===== config.mk =====
export PLATFORM = sky130hd
export DESIGN_NAME = bram_rd_responder
export DESIGN_NICKNAME = d
export VERILOG_FILES = /design/src/rtl/bram_rd_responder.sv
export SDC_FILE = /design/constraint.sdc
export NUM_CORES = 1
export LEC_CHECK = 0
export CAP_MARGIN = 5
export CORE_MARGIN = 2
export CORE_UTILIZATION = 45
export DETAILED_ROUTE_END_ITERATION = 8
export PLACE_DENSITY = 0.78
export SLEW_MARGIN = 20
export SYNTH_ARGS = -nofsm -noshare
export SYNTH_HDL_FRONTEND = slang
export SYNTH_SLANG_ARGS = --single-unit

===== constraint.sdc =====
create_clock -name clk -period 2 [get_ports clk]
set_input_delay 0.2 -clock clk [delete_from_list [all_inputs] [get_ports clk]]
set_output_delay 0.2 -clock clk [all_outputs]
set_load 0.005 [all_outputs]

===== src/rtl/bram_rd_responder.sv =====
// Serves one 128-bit line per 4-phase RD_START/RD_DONE request by reading four BRAM words.
// Latency: RD_DONE rises 5+BRAM_LAT edges after acceptance (1 edge on an address error).
// Backpressure: RD_DONE is held until the requester drops RD_START; no new request before that.
module bram_rd_responder #(
    parameter logic [31:0] BASE_ADDR   = 32'hC000_0000,
    parameter int          BRAM_AW     = 12,
    parameter int          BRAM_LAT    = 1,
    parameter int          SYNC_STAGES = 2
) (
    input  logic               clk,
    input  logic               rst,
    input  logic               RD_START,
    input  logic [31:0]        RD_ADDR,
    output logic [127:0]       RD_DATA,
    output logic               RD_DONE,
    output logic               bram_en,
    output logic [BRAM_AW-1:0] bram_addr,
    input  logic [31:0]        bram_dout,
    output logic               rd_err,
    output logic               busy
);

    localparam logic [1:0] S_IDLE  = 2'd0;
    localparam logic [1:0] S_ISSUE = 2'd1;
    localparam logic [1:0] S_DRAIN = 2'd2;
    localparam logic [1:0] S_DONE  = 2'd3;

    localparam logic [32:0] LINE_LIMIT = 33'd4 << BRAM_AW;

    logic [1:0]               state_q, state_d;
    logic [SYNC_STAGES-1:0]   sync_q, sync_d;
    logic [SYNC_STAGES-1:0]   prime_q, prime_d;
    logic                     armed_q, armed_d;
    logic [1:0]               cnt_q, cnt_d;
    logic                     en_q, en_d;
    logic [BRAM_AW-1:0]       addr_q, addr_d;
    logic [127:0]             data_q, data_d;
    logic                     done_q, done_d;
    logic                     err_q, err_d;
    logic [BRAM_LAT-1:0]      sr_vld_q, sr_vld_d;
    logic [BRAM_LAT-1:0][1:0] sr_beat_q, sr_beat_d;

    logic        start_s;
    logic [31:0] off;
    logic        addr_ok;
    logic        cap_vld;
    logic [1:0]  cap_beat;

    assign start_s  = sync_q[SYNC_STAGES-1];
    assign off      = RD_ADDR - BASE_ADDR;
    assign addr_ok  = (off[3:0] == 4'd0) && ({1'b0, off} < LINE_LIMIT);
    assign cap_vld  = sr_vld_q[BRAM_LAT-1];
    assign cap_beat = sr_beat_q[BRAM_LAT-1];

    always_comb begin
        state_d   = state_q;
        armed_d   = armed_q;
        cnt_d     = cnt_q;
        en_d      = en_q;
        addr_d    = addr_q;
        data_d    = data_q;
        done_d    = done_q;
        err_d     = err_q;
        sync_d    = {sync_q[SYNC_STAGES-2:0], RD_START};
        // prime_q marks when start_s reflects a real post-reset sample rather than the cleared chain
        prime_d   = {prime_q[SYNC_STAGES-2:0], 1'b1};
        sr_vld_d  = sr_vld_q;
        sr_beat_d = sr_beat_q;

        sr_vld_d[0]  = en_q;
        sr_beat_d[0] = cnt_q;
        for (int i = 1; i < BRAM_LAT; i++) begin
            sr_vld_d[i]  = sr_vld_q[i-1];
            sr_beat_d[i] = sr_beat_q[i-1];
        end

        if (cap_vld) begin
            case (cap_beat)
                2'd0:    data_d[127:96] = bram_dout;
                2'd1:    data_d[95:64]  = bram_dout;
                2'd2:    data_d[63:32]  = bram_dout;
                default: data_d[31:0]   = bram_dout;
            endcase
        end

        if (prime_q[SYNC_STAGES-1] && !start_s) begin
            armed_d = 1'b1;
        end

        case (state_q)
            S_IDLE: begin
                if (start_s && armed_q) begin
                    armed_d = 1'b0;
                    if (addr_ok) begin
                        addr_d  = off[BRAM_AW+1:2];
                        en_d    = 1'b1;
                        cnt_d   = 2'd0;
                        err_d   = 1'b0;
                        state_d = S_ISSUE;
                    end else begin
                        err_d   = 1'b1;
                        data_d  = '0;
                        state_d = S_DONE;
                    end
                end
            end
            S_ISSUE: begin
                if (cnt_q == 2'd3) begin
                    en_d    = 1'b0;
                    state_d = S_DRAIN;
                end else begin
                    cnt_d  = cnt_q + 2'd1;
                    addr_d = addr_q + BRAM_AW'(1);
                end
            end
            S_DRAIN: begin
                if (cap_vld && (cap_beat == 2'd3)) begin
                    state_d = S_DONE;
                end
            end
            default: begin
                // RD_DONE rises one edge after the last capture so RD_DATA is already settled
                if (!done_q) begin
                    done_d = 1'b1;
                end else if (!start_s) begin
                    done_d  = 1'b0;
                    armed_d = 1'b1;
                    state_d = S_IDLE;
                end
            end
        endcase
    end

    always_ff @(posedge clk or negedge rst) begin
        if (!rst) begin
            state_q   <= S_IDLE;
            sync_q    <= '0;
            prime_q   <= '0;
            armed_q   <= 1'b0;
            cnt_q     <= 2'd0;
            en_q      <= 1'b0;
            addr_q    <= '0;
            data_q    <= '0;
            done_q    <= 1'b0;
            err_q     <= 1'b0;
            sr_vld_q  <= '0;
            sr_beat_q <= '0;
        end else begin
            state_q   <= state_d;
            sync_q    <= sync_d;
            prime_q   <= prime_d;
            armed_q   <= armed_d;
            cnt_q     <= cnt_d;
            en_q      <= en_d;
            addr_q    <= addr_d;
            data_q    <= data_d;
            done_q    <= done_d;
            err_q     <= err_d;
            sr_vld_q  <= sr_vld_d;
            sr_beat_q <= sr_beat_d;
        end
    end

    assign RD_DATA   = data_q;
    assign RD_DONE   = done_q;
    assign bram_en   = en_q;
    assign bram_addr = addr_q;
    assign rd_err    = err_q;
    assign busy      = (state_q != S_IDLE);

endmodule

==> impl_metrics.ini <==
[floorplanning]
die_x_um = 127
core_um2 = 14600
die_y_um = 127
initial_core_util = 0.464
ios = 211
fp.dieArea_um2 = 16100
fp-row-count = 44

[clocking]
path_clk_slew_ns = 0.06
cts_tree = built
htree_num_levels = 4
cts_buffers = 17
clockBufferDepth = 2
cts_root_buffer = clkbuf_16
clock_latency_ns = 0.42
cts.sinks = 155

[routing]
drtPass1Iterations = 5
routed_wirelength_um = 19900
ant_nets = 0
via_per_inst = 5.40
dr.first_iter.drc_count = 591
avgRoutedWirePerCell_um = 17.4
num_vias = 6182
drc_errors = 0

[sta]
fmax_mhz = 526
fin_ws_ns = 0.0974
relSlewSlack = 0.461
period_minus_slack_ns = 1.90
hold_viol = 0
finClkSkew_ns = 0.00969
finalSetupTns_ns = 0
fin_crit_sh = 0.951
report.final.slew_viol_count = 0
worstMarginPinSlew_ns = 0.809
finalSetupViolCount = 0

[outcome]
status = completed

[placed_design]
hpwl_um = 13300
dp_worst_setup_slack_ns = -0.109
place_area_um2 = 9160
io_buffers = 210
gp_congestion = 0.806

[hold_path]
worstHoldStart = RD_START
hold_class = input port to flip-flop
hold_depth = 1
min_to = sync_q[0]$_DFF_PN0_

[synthesis]
synth_edf_count = 0
ys_warn_count = 0
synthArstFlopShare = 1.00
synthesis.nets = 810
synth.distinct_cells = 49
syn_area_per_cell_um2 = 9.22
syn_inst = 737
synth_ff_type = dfrtp_1
synth-seq-cells = 155
synth.cell_area_um2 = 6800
synth_seq_area_share = 0.571

[finish]
fin_nets = 1020
final_core_util = 0.667
fillCellCount = 1184
final_cell_area_um2 = 9770
syn2layout_area_growth_pct = 43.8
antenna_cells = 0
drive_gt1_frac = 0.0906

[global_routing]
grt.overflow.total = 0
antenna_found_initial = 0
grt_pass1_wl_um = 32000
grt_pass1_vias = 6019
track_usage = 0.252
grt_start_max_net_pins = 67

[power]
intPower_uw = 5150
power_frac_comb = 0.042
p_per_area_nw_per_um2 = 670
pwr-share-clk = 0.477
power_switching_uw = 1390
ir_worst_vdd_v = 0.000509
swShare = 0.213
leakagePower_uw = 0.00414
pwr-share-seq = 0.481

[setup_path]
cp.required_ns = 1.80
r2r_slack_ns = 0.12
cp.arrival_ns = 1.70
worst_setup_path_end_kind = output port
crit_type = flip-flop to output port
r2r_end = bram_addr[4]$_DFFE_PN0P_
worstReg2RegStart = state_q[1]$_DFFE_PN0P_
rr_worst_depth = 7
worstPathMaxFanout = 4
startpoint_type = flip-flop

[run]
max_cap_viol_count = 0
## placed cells by master, fill, tap and decap left out, types with 2 or more instances in the layout
master	netlist	final
clkinv_2	0	4
nand2_1	268	268
bufinv_16	0	2
o21ai_1	8	8
a31oi_1	2	2
ha_1	6	5
clkbuf_1	34	3
o21ai_0	4	4
clkinvlp_4	0	2
clkdlybuf4s50_1	0	209
nand3_2	1	2
nor2_2	2	3
nor4_1	5	5
clkinv_4	0	3
buf_12	0	7
nand3_1	19	18
inv_1	5	4
nor2_1	11	10
mux2_2	3	3
a21oi_1	139	139
o211a_1	4	4
clkbuf_16	0	17
dfrtp_1	155	155
and3_1	7	7
a41oi_1	8	8
nor4_4	3	3
nor3_1	5	4
nand4_1	3	3
buf_4	3	26
## cells by family (layout without fill, tap and decap cells)
| logic type | count (synthesis) | count (layout) | synth area share |
|---|---|---|---|
| compound gates | 175 | 175 | 0.144 |
| fa+ha+maj | 6 | 6 | 0.0110 |
| buf+inv | 58 | 281 | 0.0477 |
| flops | 155 | 155 | 0.571 |
| mux | 5 | 5 | 0.00810 |
| other cells | 1 | 1 | 0.000552 |
| simple gates | 337 | 337 | 0.218 |
## timing repair
action | in CTS | in global routing
setup buffers | 2 | 0
pin swaps | 0 | 0
gates resized for setup | 1 | 2
hold buffers | 1 | 0
hold endpoints to repair | 50 | 0
endpoints found under the setup margin | 1 | 1
## synthesized netlist by cell type, drive strengths merged (4+ instances only)
master / count / area, um2
o211a: 4 / 40.0
inv: 5 / 18.8
nor4: 9 / 108
nand3: 20 / 105
a21oi: 139 / 696
buf: 19 / 178
nor3: 5 / 25.0
a41oi: 8 / 70.1
clkbuf: 34 / 128
nand2: 268 / 1010
mux2: 4 / 45.0
nand4: 4 / 40.0
nor2: 13 / 53.8
dfrtp: 155 / 3880
o21ai: 13 / 68.8
and3: 7 / 43.8
ha: 6 / 75.1
## sequential cells by signal (all words and copies together), names as in the netlist
| register | flops |
|---|---|
| rd_err | 1 |
| armed_q | 1 |
| state_q | 2 |
| RD_DATA | 128 |
| prime_q | 2 |
| cap_beat | 2 |
| bram_en | 1 |
| cnt_q | 2 |
| RD_DONE | 1 |
| cap_vld | 1 |
| sync_q | 2 |
| bram_addr | 12 |
## metrics by stage
stage	instances	total power [uW]	hold slack, ns
4_1_cts	1144	6590	0.210
3_3_place_gp	1109	3480	0.189
5_1_grt	1144	6790	0.215
3_5_place_dp	1109	3480	0.186
6_report	1144	6540	0.220
2_1_floorplan	737	3230	-0.0956
## power by group through the flow
stage	sequential (uW)	clock (uW)	combinational (uW)
2_1_floorplan	3210	0	20.7
5_1_grt	3150	3340	298
4_1_cts	3150	3170	277
3_3_place_gp	3200	0	274
3_5_place_dp	3210	0	275
6_report	3150	3120	273
## worst max-delay path by stage
stage	end	from	cells after the start	slack [ns]
CTS	busy	state_q[0]$_DFFE_PN0P_	5	0.04
global placement	cnt_q[0]$_DFFE_PN0P_	RD_ADDR[3]	6	-0.08
global route	bram_addr[4]$_DFFE_PN0P_	state_q[1]$_DFFE_PN0P_	7	-0.01
floorplan	state_q[0]$_DFFE_PN0P_	state_q[0]$_DFFE_PN0P_	7	0.30
finish	busy	state_q[0]$_DFFE_PN0P_	5	0.1
detailed placement	cnt_q[0]$_DFFE_PN0P_	RD_ADDR[3]	6	-0.11
## layer usage
layer  up-vias  global-route usage  share of wire
li1       2885                   -              -
met1      3016               0.349           0.44
met2       259               0.399           0.49
met3        22              0.0599          0.066
met4         0              0.0750          0.013
met5         -                   0              0
## worst max-delay path, stage by stage, from the launching register on
cell and delay [ns]:
dfrtp_1 0.39, inv_1 0.12, ha_4 0.17, inv_2 0.04
buf_4 0.13, clkdlybuf4s50_1 0.44
## final cells by class
| type | instances | area (um2) | share of cell area |
|---|---|---|---|
| clock buffers | 21 | 450 | 0.0461 |
| clock inverters | 11 | 121 | 0.0124 |
| inverters | 5 | 18.8 | 0.00192 |
| multi-input cells | 524 | 2630 | 0.269 |
| flip-flops and latches | 155 | 3880 | 0.397 |
| well taps | 184 | 230 | 0.0236 |
| repair buffers | 244 | 2450 | 0.251 |
(Power assumes the default switching activity.)
